===== config.mk =====
export PLATFORM = sky130hd
export DESIGN_NAME = instruction_q_mw_flat
export DESIGN_NICKNAME = d
export VERILOG_FILES = /design/src/rtl/instruction_q_mw_pkg.sv /design/src/rtl/instruction_q_mw_if.sv /design/src/rtl/iq_wrap_add.sv /design/src/rtl/instruction_q_mw.sv /design/src/flat_wrapper.sv
export SDC_FILE = /design/constraint.sdc
export NUM_CORES = 1
export LEC_CHECK = 0
export CAP_MARGIN = 10
export CORE_ASPECT_RATIO = 0.7
export CORE_MARGIN = 2
export CORE_UTILIZATION = 24
export DETAILED_ROUTE_END_ITERATION = 12
export HOLD_SLACK_MARGIN = 0.03
export PLACE_DENSITY = 0.5
export SLEW_MARGIN = 10
export SYNTH_ARGS = -nofsm -noshare
export SYNTH_HDL_FRONTEND = slang
export SYNTH_SLANG_ARGS = --single-unit

===== constraint.sdc =====
create_clock -name clk -period 6.92 [get_ports clk]
set_clock_uncertainty 0.05 [all_clocks]
set_input_delay 1.038 -clock clk [delete_from_list [all_inputs] [get_ports clk]]
set_output_delay 1.038 -clock clk [all_outputs]
set_load 0.01 [all_outputs]

===== src/rtl/instruction_q_mw_pkg.sv =====
// Shared types and default sizes for the front-end instruction queue.
// The queue entry carries the decoded instruction word, its PC and the
// fetch-time branch prediction bit.
package rv32i_types;

    localparam int SS_FETCH_WIDTH    = 2;
    localparam int SS_DISPATCH_WIDTH = 2;
    localparam int IQ_DEPTH          = 8;

    typedef struct packed {
        logic        valid;
        logic [31:0] inst;
        logic [31:0] pc;
        logic        branch_pred;
    } iqueue_entry_t;

endpackage


===== src/rtl/instruction_q_mw_if.sv =====
// Handshake bundle between fetch/decode (master) and the instruction
// queue (slave). Dispatch-side outputs travel in the same bundle.
interface instruction_q_mw_if
    import rv32i_types::*;
#(
    parameter int DEPTH     = IQ_DEPTH,
    parameter int ENQ_WIDTH = SS_FETCH_WIDTH,
    parameter int DEQ_WIDTH = SS_DISPATCH_WIDTH
);
    localparam int CNT_W  = $clog2(DEPTH + 1);
    localparam int TAKE_W = $clog2(DEQ_WIDTH + 1);

    logic                           flush;
    iqueue_entry_t [ENQ_WIDTH-1:0]  enq_inst;
    logic [ENQ_WIDTH-1:0]           enq_valid;
    logic                           enq_ready;
    iqueue_entry_t [DEQ_WIDTH-1:0]  deq_inst;
    logic [DEQ_WIDTH-1:0]           deq_valid;
    logic [TAKE_W-1:0]              deq_take;
    logic [CNT_W-1:0]               count;
    logic                           empty;
    logic                           full;

    modport master (
        output flush, enq_inst, enq_valid, deq_take,
        input  enq_ready, deq_inst, deq_valid, count, empty, full
    );

    modport slave (
        input  flush, enq_inst, enq_valid, deq_take,
        output enq_ready, deq_inst, deq_valid, count, empty, full
    );

endinterface


===== src/rtl/iq_wrap_add.sv =====
// Circular-buffer pointer adder: (ptr + inc) wrapped into [0, DEPTH).
// Both operands are below DEPTH, so one conditional subtract suffices and
// non-power-of-two depths need no modulo.
module iq_wrap_add #(
    parameter int DEPTH = 8,
    parameter int PTR_W = 3
) (
    input  logic [PTR_W-1:0] ptr_i,
    input  logic [PTR_W:0]   inc_i,
    output logic [PTR_W-1:0] sum_o
);
    localparam logic [PTR_W:0] DEPTH_W = (PTR_W + 1)'(DEPTH);

    logic [PTR_W:0] raw;

    // Add, then fold back once if the sum ran past the last slot.
    always_comb begin
        raw = {1'b0, ptr_i} + inc_i;
        if (raw >= DEPTH_W) begin
            raw = raw - DEPTH_W;
        end
        sum_o = raw[PTR_W-1:0];
    end

endmodule


===== src/rtl/instruction_q_mw.sv =====
// Multi-width in-order instruction queue between decode and dispatch.
// Up to ENQ_WIDTH entries enter and DEQ_WIDTH leave per cycle; output is
// first-word-fall-through; flush empties the queue on the next edge.
// Optional macro IQ_BYPASS_EN: when empty, an enqueuing group is shown on
// the dequeue lanes in the same cycle and may be consumed immediately.
module instruction_q_mw
    import rv32i_types::*;
#(
    parameter int DEPTH     = IQ_DEPTH,
    parameter int ENQ_WIDTH = SS_FETCH_WIDTH,
    parameter int DEQ_WIDTH = SS_DISPATCH_WIDTH
) (
    input logic               clk,
    input logic               rst_n,
    instruction_q_mw_if.slave q
);
    localparam int PTR_W = (DEPTH > 1) ? $clog2(DEPTH) : 1;
    localparam int SUM_W = PTR_W + 1;
    localparam int CNT_W = $clog2(DEPTH + 1);
    localparam int NW    = $clog2(ENQ_WIDTH + 1);
    localparam int MW    = $clog2(DEQ_WIDTH + 1);
    localparam logic [CNT_W-1:0] READY_MAX = CNT_W'(DEPTH - ENQ_WIDTH);
    localparam logic [CNT_W-1:0] DEPTH_C   = CNT_W'(DEPTH);

    logic [PTR_W-1:0]              head_q, head_d, tail_q, tail_d;
    logic [CNT_W-1:0]              count_q, count_d;
    iqueue_entry_t                 mem_q [DEPTH];
    logic [NW-1:0]                 n;
    logic                          enq_fire;
    logic                          bypass;
    logic [ENQ_WIDTH-1:0]          wr_en;
    logic [PTR_W-1:0]              waddr [ENQ_WIDTH];
    logic [PTR_W-1:0]              raddr [DEQ_WIDTH];
    logic [PTR_W-1:0]              head_adv, tail_adv;
    iqueue_entry_t [DEQ_WIDTH-1:0] deq_inst_c;
    logic [DEQ_WIDTH-1:0]          deq_valid_c;
    logic [MW-1:0]                 vld_cnt;
    logic [ENQ_WIDTH-1:0]          enq_v_inc;

    // Readiness only looks at the registered occupancy; no dequeue credit.
    assign q.enq_ready = (count_q <= READY_MAX);
    assign q.count     = count_q;
    assign q.empty     = (count_q == '0);
    assign q.full      = (count_q == DEPTH_C);
    assign q.deq_inst  = deq_inst_c;
    assign q.deq_valid = deq_valid_c;
    assign enq_fire    = q.enq_ready && q.enq_valid[0] && !q.flush;

`ifdef IQ_BYPASS_EN
    assign bypass = enq_fire && (count_q == '0);
`else
    assign bypass = 1'b0;
`endif

    for (genvar k = 0; k < ENQ_WIDTH; k++) begin : g_waddr
        iq_wrap_add #(.DEPTH(DEPTH), .PTR_W(PTR_W)) u_wadd (
            .ptr_i(tail_q), .inc_i(SUM_W'(k)), .sum_o(waddr[k])
        );
    end

    for (genvar i = 0; i < DEQ_WIDTH; i++) begin : g_raddr
        iq_wrap_add #(.DEPTH(DEPTH), .PTR_W(PTR_W)) u_radd (
            .ptr_i(head_q), .inc_i(SUM_W'(i)), .sum_o(raddr[i])
        );
    end

    iq_wrap_add #(.DEPTH(DEPTH), .PTR_W(PTR_W)) u_head_add (
        .ptr_i(head_q), .inc_i(SUM_W'(q.deq_take)), .sum_o(head_adv)
    );

    iq_wrap_add #(.DEPTH(DEPTH), .PTR_W(PTR_W)) u_tail_add (
        .ptr_i(tail_q), .inc_i(SUM_W'(n)), .sum_o(tail_adv)
    );

    // Group size; valid lanes are contiguous from lane 0.
    always_comb begin
        n = '0;
        for (int k = 0; k < ENQ_WIDTH; k++) begin
            if (q.enq_valid[k]) n = n + NW'(1);
        end
    end

    // Lane k lands at tail+k; lanes consumed through the bypass never land.
    // Head then moves past them, so the survivors sit at the new head.
    always_comb begin
        wr_en = '0;
        for (int k = 0; k < ENQ_WIDTH; k++) begin
            wr_en[k] = enq_fire && q.enq_valid[k];
            if (bypass && (k < int'(q.deq_take))) wr_en[k] = 1'b0;
        end
    end

    // Pointer and occupancy update; flush overrides any same-cycle traffic.
    always_comb begin
        head_d  = head_q;
        tail_d  = tail_q;
        count_d = count_q;
        if (q.flush) begin
            head_d  = '0;
            tail_d  = '0;
            count_d = '0;
        end else begin
            head_d  = head_adv;
            if (enq_fire) tail_d = tail_adv;
            count_d = count_q + (enq_fire ? CNT_W'(n) : '0) - CNT_W'(q.deq_take);
        end
    end

    // Control state; storage below is deliberately left unreset.
    always_ff @(posedge clk or negedge rst_n) begin
        if (!rst_n) begin
            head_q  <= '0;
            tail_q  <= '0;
            count_q <= '0;
        end else begin
            head_q  <= head_d;
            tail_q  <= tail_d;
            count_q <= count_d;
        end
    end

    // Entry storage write port, one slot per enqueuing lane.
    always_ff @(posedge clk) begin
        for (int k = 0; k < ENQ_WIDTH; k++) begin
            if (wr_en[k]) mem_q[waddr[k]] <= q.enq_inst[k];
        end
    end

`ifdef IQ_BYPASS_EN
    localparam int BYP_N = (ENQ_WIDTH < DEQ_WIDTH) ? ENQ_WIDTH : DEQ_WIDTH;
    iqueue_entry_t [DEQ_WIDTH-1:0] byp_inst;
    logic [DEQ_WIDTH-1:0]          byp_vld;

    // Incoming group re-laned onto the dequeue width, zero-padded.
    always_comb begin
        byp_inst = '0;
        byp_vld  = '0;
        for (int i = 0; i < BYP_N; i++) begin
            byp_inst[i]       = q.enq_inst[i];
            byp_inst[i].valid = q.enq_valid[i];
            byp_vld[i]        = q.enq_valid[i];
        end
    end
`endif

    // First-word-fall-through read lanes with valid masked by occupancy.
    always_comb begin
        deq_inst_c  = '0;
        deq_valid_c = '0;
        for (int i = 0; i < DEQ_WIDTH; i++) begin
            deq_valid_c[i]      = (count_q > CNT_W'(i));
            deq_inst_c[i]       = mem_q[raddr[i]];
            deq_inst_c[i].valid = mem_q[raddr[i]].valid & deq_valid_c[i];
        end
`ifdef IQ_BYPASS_EN
        if (bypass) begin
            deq_inst_c  = byp_inst;
            deq_valid_c = byp_vld;
        end
`endif
    end

    // Number of dequeue lanes currently offered.
    always_comb begin
        vld_cnt = '0;
        for (int i = 0; i < DEQ_WIDTH; i++) begin
            if (deq_valid_c[i]) vld_cnt = vld_cnt + MW'(1);
        end
    end

    assign enq_v_inc = q.enq_valid + ENQ_WIDTH'(1);

    a_enq_contig: assert property (@(posedge clk) disable iff (!rst_n)
        ((q.enq_valid & enq_v_inc) == '0));
    a_deq_take: assert property (@(posedge clk) disable iff (!rst_n)
        (q.deq_take <= vld_cnt));
    a_count_max: assert property (@(posedge clk) disable iff (!rst_n)
        (count_q <= DEPTH_C));

endmodule


===== src/flat_wrapper.sv =====
// flat-port wrapper written by rule: the top's interface ports become plain ports
module instruction_q_mw_flat import rv32i_types::*;
#(
    parameter int DEPTH     = IQ_DEPTH,
    parameter int ENQ_WIDTH = SS_FETCH_WIDTH,
    parameter int DEQ_WIDTH = SS_DISPATCH_WIDTH
)
  (clk, rst_n, q_flush, q_enq_inst, q_enq_valid, q_deq_take, q_enq_ready, q_deq_inst, q_deq_valid, q_count, q_empty, q_full);
  instruction_q_mw_if #(.DEPTH(DEPTH), .ENQ_WIDTH(ENQ_WIDTH), .DEQ_WIDTH(DEQ_WIDTH)) q_i ();
  input logic clk;
  input logic rst_n;
  input wire logic [$bits(q_i.flush)-1:0] q_flush;
  input wire logic [$bits(q_i.enq_inst)-1:0] q_enq_inst;
  input wire logic [$bits(q_i.enq_valid)-1:0] q_enq_valid;
  input wire logic [$bits(q_i.deq_take)-1:0] q_deq_take;
  output wire logic [$bits(q_i.enq_ready)-1:0] q_enq_ready;
  output wire logic [$bits(q_i.deq_inst)-1:0] q_deq_inst;
  output wire logic [$bits(q_i.deq_valid)-1:0] q_deq_valid;
  output wire logic [$bits(q_i.count)-1:0] q_count;
  output wire logic [$bits(q_i.empty)-1:0] q_empty;
  output wire logic [$bits(q_i.full)-1:0] q_full;
  assign q_i.flush = q_flush;
  assign q_i.enq_inst = q_enq_inst;
  assign q_i.enq_valid = q_enq_valid;
  assign q_i.deq_take = q_deq_take;
  assign q_enq_ready = q_i.enq_ready;
  assign q_deq_inst = q_i.deq_inst;
  assign q_deq_valid = q_i.deq_valid;
  assign q_count = q_i.count;
  assign q_empty = q_i.empty;
  assign q_full = q_i.full;
  instruction_q_mw #(.DEPTH(DEPTH), .ENQ_WIDTH(ENQ_WIDTH), .DEQ_WIDTH(DEQ_WIDTH)) u_core (.clk(clk), .rst_n(rst_n), .q(q_i));
endmodule

Word level (Yosys, flattened, before mapping)
Memories as Yosys holds them, arrays and structs flattened.
Cells that the tools add are included.

cells by class
  $add $sub $neg = 13
  bitwise logic cells = 2
  reduce and logical (&&, ||, !) cells = 7
  eq/ne operators = 1
  shifts and indexed selects = 0
  $mul = 0
  div/mod/pow operators = 0
  order comparisons = 9
  muxes and demuxes = 17

operators by type and width
  kind                   count
  $mux W3                9
  $sub A3 B1 Y3 const B  6
  $ge A4 B4 Y1 const B   4
  $add A3 B1 Y4 const B  2
  $add A3 B2 Y4          2
  $ge A3 B4 Y1 const B   2
  $gt A4 B1 Y1 const B   2
  $mux W1                5
  $add A4 B4 Y4          1
  $eq A4 B4 Y1 const B   1
  $le A4 B3 Y1 const B   1
  $logic_and A1 B1 Y1    4
  $logic_not A4 Y1       1
  $mux W2                2
  $mux W4                1
  $sub A4 B2 Y4          1
  $add A1 B1 Y2 const B  1
  $and A1 B1 Y1          2
  $reduce_bool A2 Y1     1
  $logic_not A1 Y1       1

storage, ports and cells
  input bits = 139
  memories kept = 1
  memory bits (writable) = 528
  bits in latches = 0
  flip-flop bits (word level) = 10
  bits in read-only memories = 0
  output and inout bits = 141

memories
  memory        depth  width  rd ports  clocked after memory_dff  write ports  line                    text
  u_core.mem_q  8      66     2         0                         2            instruction_q_mw.sv:27  iqueue_entry_t mem_q [DEPTH];

Depth between registers and ports, before layout
Gate-level depths: netlist of run 1.

  word-level depth = 8
  mapped depth = 12
  mapped depth without buffers = 12

Hierarchy
From an unflattened synthesis of run 1, not the netlist that was laid out.

unflattened totals
  cell total of the unflattened synthesis = 1709
  area, all modules = 31765.5 um2

by module, submodules not included
  module            instances  area an instance (um2)  sequential area each (um2)  cells each
  instruction_q_mw  1          31427.6                 16105.4                     1691
  iq_wrap_add       6          56.3                    0.0                         3

Least setup slack after synthesis of run 1
OpenSTA, ideal clock, no wires.

  path type = input -> register
  from = input port q_enq_valid[0]
  to = memory u_core.mem_q[7][0] in the netlist's numbering, enable pin
  setup time = 0.491 ns
  data required time = 6.379 ns
  cell stages on the path = 6
  path slack = 1.531 ns
  data arrival time = 4.848 ns
  cells stage by stage = inv_1 > or3_1 > buf_4 > or2_2 > clkbuf_1 > nor2_1

RTL lines
  item             line                    text
  start, declared  flat_wrapper.sv:14      input wire logic [$bits(q_i.enq_valid)-1:0] q_enq_valid;
  end, declared    instruction_q_mw.sv:27

Worst setup path after layout of run 1
  from = register u_core.head_q[0]
  to = output port q_deq_inst[65]

on the way
  cells in the longest elaborated chain, start to end = 4
  elaborated cells on any way between the ends = 5
  those cells by class = add/sub: 1; order compare: 1; mux: 1; bitwise: 1; memory: 1

ends and longest elaborated chain
  item                                           line                                  text
  start, declared                                instruction_q_mw.sv:25                logic [PTR_W-1:0] head_q, head_d, tail_q, tail_d;
  start signal, assigned                         instruction_q_mw.sv:112               head_q <= '0;
  start signal, assigned                         instruction_q_mw.sv:116               head_q <= head_d;
  $ge A3 B4 Y1 or $sub A3 B1 Y3 (tied branches)  iq_wrap_add.sv:19, iq_wrap_add.sv:20
  $mux W3 (*)                                    iq_wrap_add.sv:19                     if (raw >= DEPTH_W) begin
  $mem_v2 Z8 W66 (*)                             n/a
  $and A1 B1 Y1 (*)                              instruction_q_mw.sv:153               deq_inst_c[i].valid = mem_q[raddr[i]].valid & deq_valid_c[i];
  end, declared                                  flat_wrapper.sv:17                    output wire logic [$bits(q_i.deq_inst)-1:0] q_deq_inst;

Mark *: on every way between the ends. The rest lies on a longest branch, timed or not.

==> impl_metrics.py, run 1 <==
metrics = {
    "route": {
        "dr.pass1.iters": 5,
        "antenna_left": 0,
        "drc": 0,
        "drt-total-wl_um": 104000,
        "post_drt_via_cell_ratio": 4.88,
        "drtIter0Drc": 1256,
        "wl_per_cell_um": 27.9,
        "vias": 18200,
    },
    "synth": {
        "seq_area_frac_synth_pct": 51.9,
        "synthArstFlopShare_pct": 1.86,
        "ys_types": 38,
        "syn_area_mm2": 0.0310,
        "ys_ff_latch": 538,
        "synth_ff_type": "edfxtp_1",
        "synth_warnings": 0,
        "synthCells": 1703,
        "synth-edff-count": 528,
        "avgSynthCellArea_um2": 18.2,
        "ys_top_cells_by_area": "edfxtp_1, mux4_2, mux2_2",
        "yosysMostFrequentCell": "edfxtp_1",
        "synth_top_area_cell": "edfxtp_1",
        "syn_nets": 1859,
        "synthTopCellsByCount": "edfxtp_1, mux2_2, mux4_2",
        "synth_top_area_share_pct": 51.1,
    },
    "timing": {
        "drv_slew": 0,
        "hold_violations": 0,
        "max_freq_mhz": 188,
        "setup_ws_ns": 1.60,
        "rsz0062_at_grt": "false",
        "slew_headroom_pct": 23.6,
        "post-route-period-util_pct": 76.8,
        "period_minus_slack_ns": 5.32,
        "max_slew.worst_pin.slew_ns": 1.15,
        "finalSetupViolCount": 0,
        "fin_tns_setup_ns": 0,
    },
    "floorplanning": {
        "die_w_um": 434,
        "pin_count": 280,
        "num_rows": 110,
        "die_h_um": 305,
        "floorplan.die_area_mm2": 0.132,
        "start_util_pct": 24.2,
        "core_area_mm2": 0.128,
    },
    "grt": {
        "grt_pass1_wl_um": 147000,
        "grt_max_degree": 122,
        "gr-total-overflow": 0,
        "antenna_found_initial": 4,
        "grt_pass1_vias": 19600,
        "grt_usage_pct": 15.6,
    },
    "outcome": {
        "outcome": "complete, no violations",
    },
    "setup_path": {
        "worst_setup_path_start_kind": "flip-flop",
        "regToRegSetupSlack_ns": 2.98,
        "worst-endpoint-required_ns": 5.83,
        "rr_startpoint": "u_core.tail_q[0]",
        "worst-path-max-fanout": 56,
        "crit_arrival_ns": 4.23,
        "end_kind": "output pin",
        "ff2ff_path_depth": 5,
        "timing.rr.end": "u_core.mem_q[2][39]",
        "worstSetupStartpoint": "u_core.head_q[0]",
        "cp-endpoint": "q_deq_inst[65]",
        "crit_type": "reg -> out",
    },
    "clock_network": {
        "ctsResizeCount": 0,
        "cts_setup_buffers": 0,
        "cts_buffers": 66,
        "cts_root_buffer": "clkbuf_16",
        "clk_path_buf_depth": 3,
        "cts_tree": "done",
        "htree_levels": 3,
        "clock-sinks": 538,
        "clock_latency_ns": 0.63,
        "clk_pin_slew_worst_paths_ns": 0.06,
        "hold_buffers": 0,
    },
    "layout": {
        "area_growth_pct": 22.3,
        "fin_cells": 3738,
        "stdcell_area_mm2": 0.0379,
        "final_util_pct": 29.5,
        "drive_above_1_share_pct": 45.8,
        "nets": 2111,
        "nFillCells": 12600,
    },
    "placed_design": {
        "pre_cts_ws_ns": 2.05,
        "placed_area_mm2": 0.0358,
        "dpl.hpwl_um": 60100,
        "place.gp.congestion": 0.736,
        "io_buffer_count": 279,
        "placed_cells": 3623,
    },
    "run": {
        "max_cap_violations": 0,
    },
    "pwr": {
        "peakVddDrop_v": 0.000142,
        "powerDensity_mw_per_mm2": 266,
        "p_leak_nw": 11.7,
    },
    "hold_path": {
        "hold_path_class": "reg -> reg",
    },
}
==> through the flow <==
| step | hold slack, ns | power, mW |
|---|---|---|
| final | 0.678 | 10.1 |
| after global routing | 0.721 | 10.5 |
| after detailed placement | 0.677 | 6.71 |
| after global placement | 0.635 | 6.70 |
| after floorplan | 0.549 | 5.41 |
| after CTS | 0.688 | 10.3 |
==> worst min path at each step <==
stage                                 from                to  cells past startpoint
after global routing      u_core.tail_q[1]  u_core.tail_q[1]                      2
final                     u_core.tail_q[1]  u_core.tail_q[1]                      2
after floorplan           u_core.head_q[0]  u_core.head_q[0]                      2
after global placement    u_core.tail_q[1]  u_core.tail_q[1]                      2
after CTS                 u_core.tail_q[1]  u_core.tail_q[1]                      2
after detailed placement  u_core.tail_q[1]  u_core.tail_q[1]                      2
==> routing by layer <==
metal | part of all wire [%] | track usage, % | wire length (um) | vias to the layer above
li1 | - | - | - | 7666
met1 | 46 | 22.0 | 48000 | 9905
met2 | 47 | 24.7 | 49100 | 545
met3 | 5.1 | 2.88 | 5280 | 112
met4 | 1.9 | 3.82 | 2020 | 6
met5 | 0.033 | 0 | 34 | -
==> logic make-up after synthesis <==
| group | share of synthesized area (%) |
|---|---|
| AND/OR/NAND/NOR | 1.10 |
| XOR/XNOR | 0.198 |
| adder cells (fa/ha/maj) | 0.782 |
| flip-flops | 51.9 |
| buffers and inverters | 2.44 |
| AO/OA/AOI/OAI | 0.407 |
| multiplexers | 43.2 |
==> registers in the layout, indices dropped and copies added, names as in the netlist <==
name	flops
u_core.head_q	3
u_core.q.count	4
u_core.mem_q	528
u_core.tail_q	3
==> area by class of cell <==
cell class | count | area [um^2] | area share [%]
Sequential cell | 538 | 16100 | 42.5
Tap cell | 1736 | 2170 | 5.73
Clock inverter | 27 | 274 | 0.722
Inverter | 12 | 45.0 | 0.119
Antenna cell | 2 | 5.00 | 0.0132
Multi-Input combinational cell | 1016 | 14300 | 37.7
Timing Repair Buffer | 321 | 3220 | 8.49
Clock buffer | 86 | 1810 | 4.78
==> critical path, cell delays in order, from the launching register on <==
cell and delay, ns:
dfrtp_4 1.00, buf_4 0.84, mux4_2 0.61, mux2i_1 0.31, nor2_1 0.07, clkdlybuf4s50_1 0.55
==> placed cells by master (no fill, tap or decap), types with 10 or more instances in the layout <==
master,netlist,routed
clkbuf_16,0,70
buf_4,5,33
clkdlybuf4s50_1,0,279
clkbuf_1,45,16
clkinv_1,0,12
edfxtp_1,528,528
inv_1,12,12
mux4_2,264,264
ha_1,13,12
nor2_1,16,10
mux2_1,160,160
mux2_2,499,499
==> report_power, final <==
part / internal [mW] / switching (mW) / total [mW]
clock network: 2.03 / 1.45 / 3.48
registers: 3.75 / 0.135 / 3.88
logic: 1.43 / 1.29 / 2.72
(Power assumes the default switching activity.)
==> inputs of run 2 (changes only) <==
==> constraint.sdc (replaced) <==
create_clock -name clk -period 5.5 [get_ports clk]
set_clock_uncertainty 0.05 [all_clocks]
set_input_delay 0.825 -clock clk [delete_from_list [all_inputs] [get_ports clk]]
set_output_delay 0.825 -clock clk [all_outputs]
set_load 0.01 [all_outputs]
==> run 2 against run 1 <==
Routed wire length decreased by 1.3%. Sequential cell count did not move. Critical path depth did not move. Sequential power increased by 25%. Highest routed layer unchanged.
==> impl_metrics.py, run 2 (synthesized netlist as in run 1, its figures left out) <==
metrics = {
    "pwr": {
        "p_seq_share_pct": 39.1,
        "p_sw_share_pct": 28.8,
        "p_leak_nw": 11.6,
        "clkPwrFrac_pct": 32.6,
        "peakVddDrop_v": 0.000272,
        "power.switching_mw": 3.58,
        "intPower_mw": 8.84,
        "powerDensity_mw_per_mm2": 328,
        "p_comb_share_pct": 28.3,
    },
    "timing": {
        "slew_headroom_pct": 6.91,
        "max_slew.worst_pin.slew_ns": 1.40,
        "drv_slew": 0,
        "post-route-period-util_pct": 84.2,
        "period_minus_slack_ns": 4.63,
        "hold_violations": 0,
        "finalSetupViolCount": 0,
        "setup_ws_ns": 0.872,
        "max_freq_mhz": 216,
        "rsz0062_at_grt": "false",
        "fin_tns_setup_ns": 0,
    },
    "clock_network": {
        "hold_buffers": 0,
        "cts_tree": "done",
        "clk_pin_slew_worst_paths_ns": 0.07,
        "ctsResizeCount": 0,
        "cts_setup_buffers": 0,
        "htree_levels": 2,
        "clock_latency_ns": 0.64,
        "clk_path_buf_depth": 3,
        "cts_root_buffer": "clkbuf_16",
        "cts_buffers": 61,
        "clock-sinks": 538,
    },
    "floorplanning": {
        "num_rows": 110,
        "pin_count": 280,
        "floorplan.die_area_mm2": 0.132,
        "start_util_pct": 24.2,
        "die_h_um": 305,
        "core_area_mm2": 0.128,
        "die_w_um": 434,
    },
    "grt": {
        "grt_usage_pct": 15.4,
        "grt_pass1_vias": 19600,
        "grt_pass1_wl_um": 147000,
        "gr-total-overflow": 0,
        "grt_max_degree": 137,
        "antenna_found_initial": 10,
    },
    "route": {
        "wl_per_cell_um": 27.5,
        "drt-total-wl_um": 103000,
        "dr.pass1.iters": 5,
        "drc": 0,
        "vias": 18200,
        "drtIter0Drc": 1311,
        "post_drt_via_cell_ratio": 4.86,
        "antenna_left": 0,
    },
    "setup_path": {
        "crit_arrival_ns": 3.75,
        "worst-path-max-fanout": 34,
        "crit_type": "reg -> out",
        "worst_setup_path_start_kind": "flip-flop",
        "ff2ff_path_depth": 5,
        "end_kind": "output pin",
        "worst-endpoint-required_ns": 4.62,
    },
    "placed_design": {
        "pre_cts_ws_ns": 1.42,
        "io_buffer_count": 279,
        "dpl.hpwl_um": 60300,
        "place.gp.congestion": 0.718,
    },
    "layout": {
        "nets": 2110,
        "largest_reg_flops": 528,
        "nFillCells": 12600,
        "layout_common_cells": "edfxtp_1, mux2_2, clkdlybuf4s50_1, mux4_2, mux2_1",
        "drive_above_1_share_pct": 45.9,
        "area_growth_pct": 21.9,
        "layout_commonest_cell": "edfxtp_1",
    },
    "run": {
        "max_cap_violations": 0,
    },
    "hold_path": {
        "hold_path_class": "in -> async",
    },
    "outcome": {
        "outcome": "complete, no violations",
    },
}
## run 2: changes by cell type in the layout (fill, tap and decap cells not counted)
| cell | before | now |
|---|---|---|
| buf_4 | 33 | 36 |
| clkbuf_16 | 70 | 61 |
| diode_2 | 2 | 5 |
| bufinv_16 | 5 | 6 |
| clkinvlp_4 | 4 | 3 |
| buf_12 | 9 | 10 |
| inv_16 | 0 | 1 |
| clkinv_1 | 12 | 11 |
| clkbuf_1 | 16 | 14 |
| clkinv_2 | 3 | 9 |
| clkinv_4 | 1 | 2 |
| inv_6 | 1 | 2 |
| clkinv_8 | 1 | 0 |
## run 2: path summary, 6_finish.rpt
path / startpoint / end / slack (ns)
worst max-delay path: u_core.head_q[0] / q_deq_inst[106] / 0.87
worst min-delay path: rst_n / u_core.q.count[2] / 0.57
worst max register to register: u_core.tail_q[0] / u_core.mem_q[4][37] / 2.00
worst min register to register: u_core.tail_q[1] / u_core.tail_q[1] / 0.70
max in group asynchronous: rst_n / u_core.head_q[0] / 4.29
min in group clk: u_core.tail_q[1] / u_core.tail_q[1] / 0.70
## run 2: power by group through the flow
stage | registers (mW) | logic, mW | clock network [mW]
2_1_floorplan | 4.87 | 1.95 | 0
3_3_place_gp | 4.93 | 3.53 | 0
3_5_place_dp | 4.94 | 3.55 | 0
4_1_cts | 4.85 | 3.58 | 4.18
5_1_grt | 4.87 | 3.74 | 4.32
6_report | 4.86 | 3.51 | 4.05
## run 2: critical path, cell delays in order (launching register included)
cell and delay (ns):
dfrtp_4 0.62, ha_4 0.58, buf_4 0.59, mux4_2 0.43, mux2_2 0.35, clkdlybuf4s50_1 0.51
## run 2: layout make-up
cell class                      instances  area (um^2)  share of cell area (%)
Sequential cell                       538        16100                    42.6
Antenna cell                            5         12.5                  0.0331
Tap cell                             1736         2170                    5.74
Inverter                               12         45.0                   0.119
Timing Repair Buffer                  325         3260                    8.63
Clock inverter                         34          344                   0.910
Multi-Input combinational cell       1016        14300                    37.8
Clock buffer                           75         1580                    4.17
## run 2: metrics by stage
| stage | power (mW) | hold WS (ns) | util, % | std cells | cell area (um^2) |
|---|---|---|---|---|---|
| CTS | 12.6 | 0.514 | 29.4 | 3736 | 37800 |
| floorplan | 6.81 | 0.479 | - | 1703 | 31000 |
| global placement | 8.46 | 0.658 | 27.9 | 3627 | 35900 |
| detailed placement | 8.49 | 0.671 | 27.9 | 3627 | 35900 |
| global route | 12.9 | 0.549 | 29.5 | 3741 | 37800 |
| finish | 12.4 | 0.573 | 29.5 | 3741 | 37800 |
## run 2: per-layer routing
metal  vias to the layer above  wire length (um)  track usage, %
met3                       118              5340            2.46
met4                         2              2010            3.88
met2                       556             47900            24.1
li1                       7658                 -               -
met1                      9857             47700            22.1
met5                         -                10               0
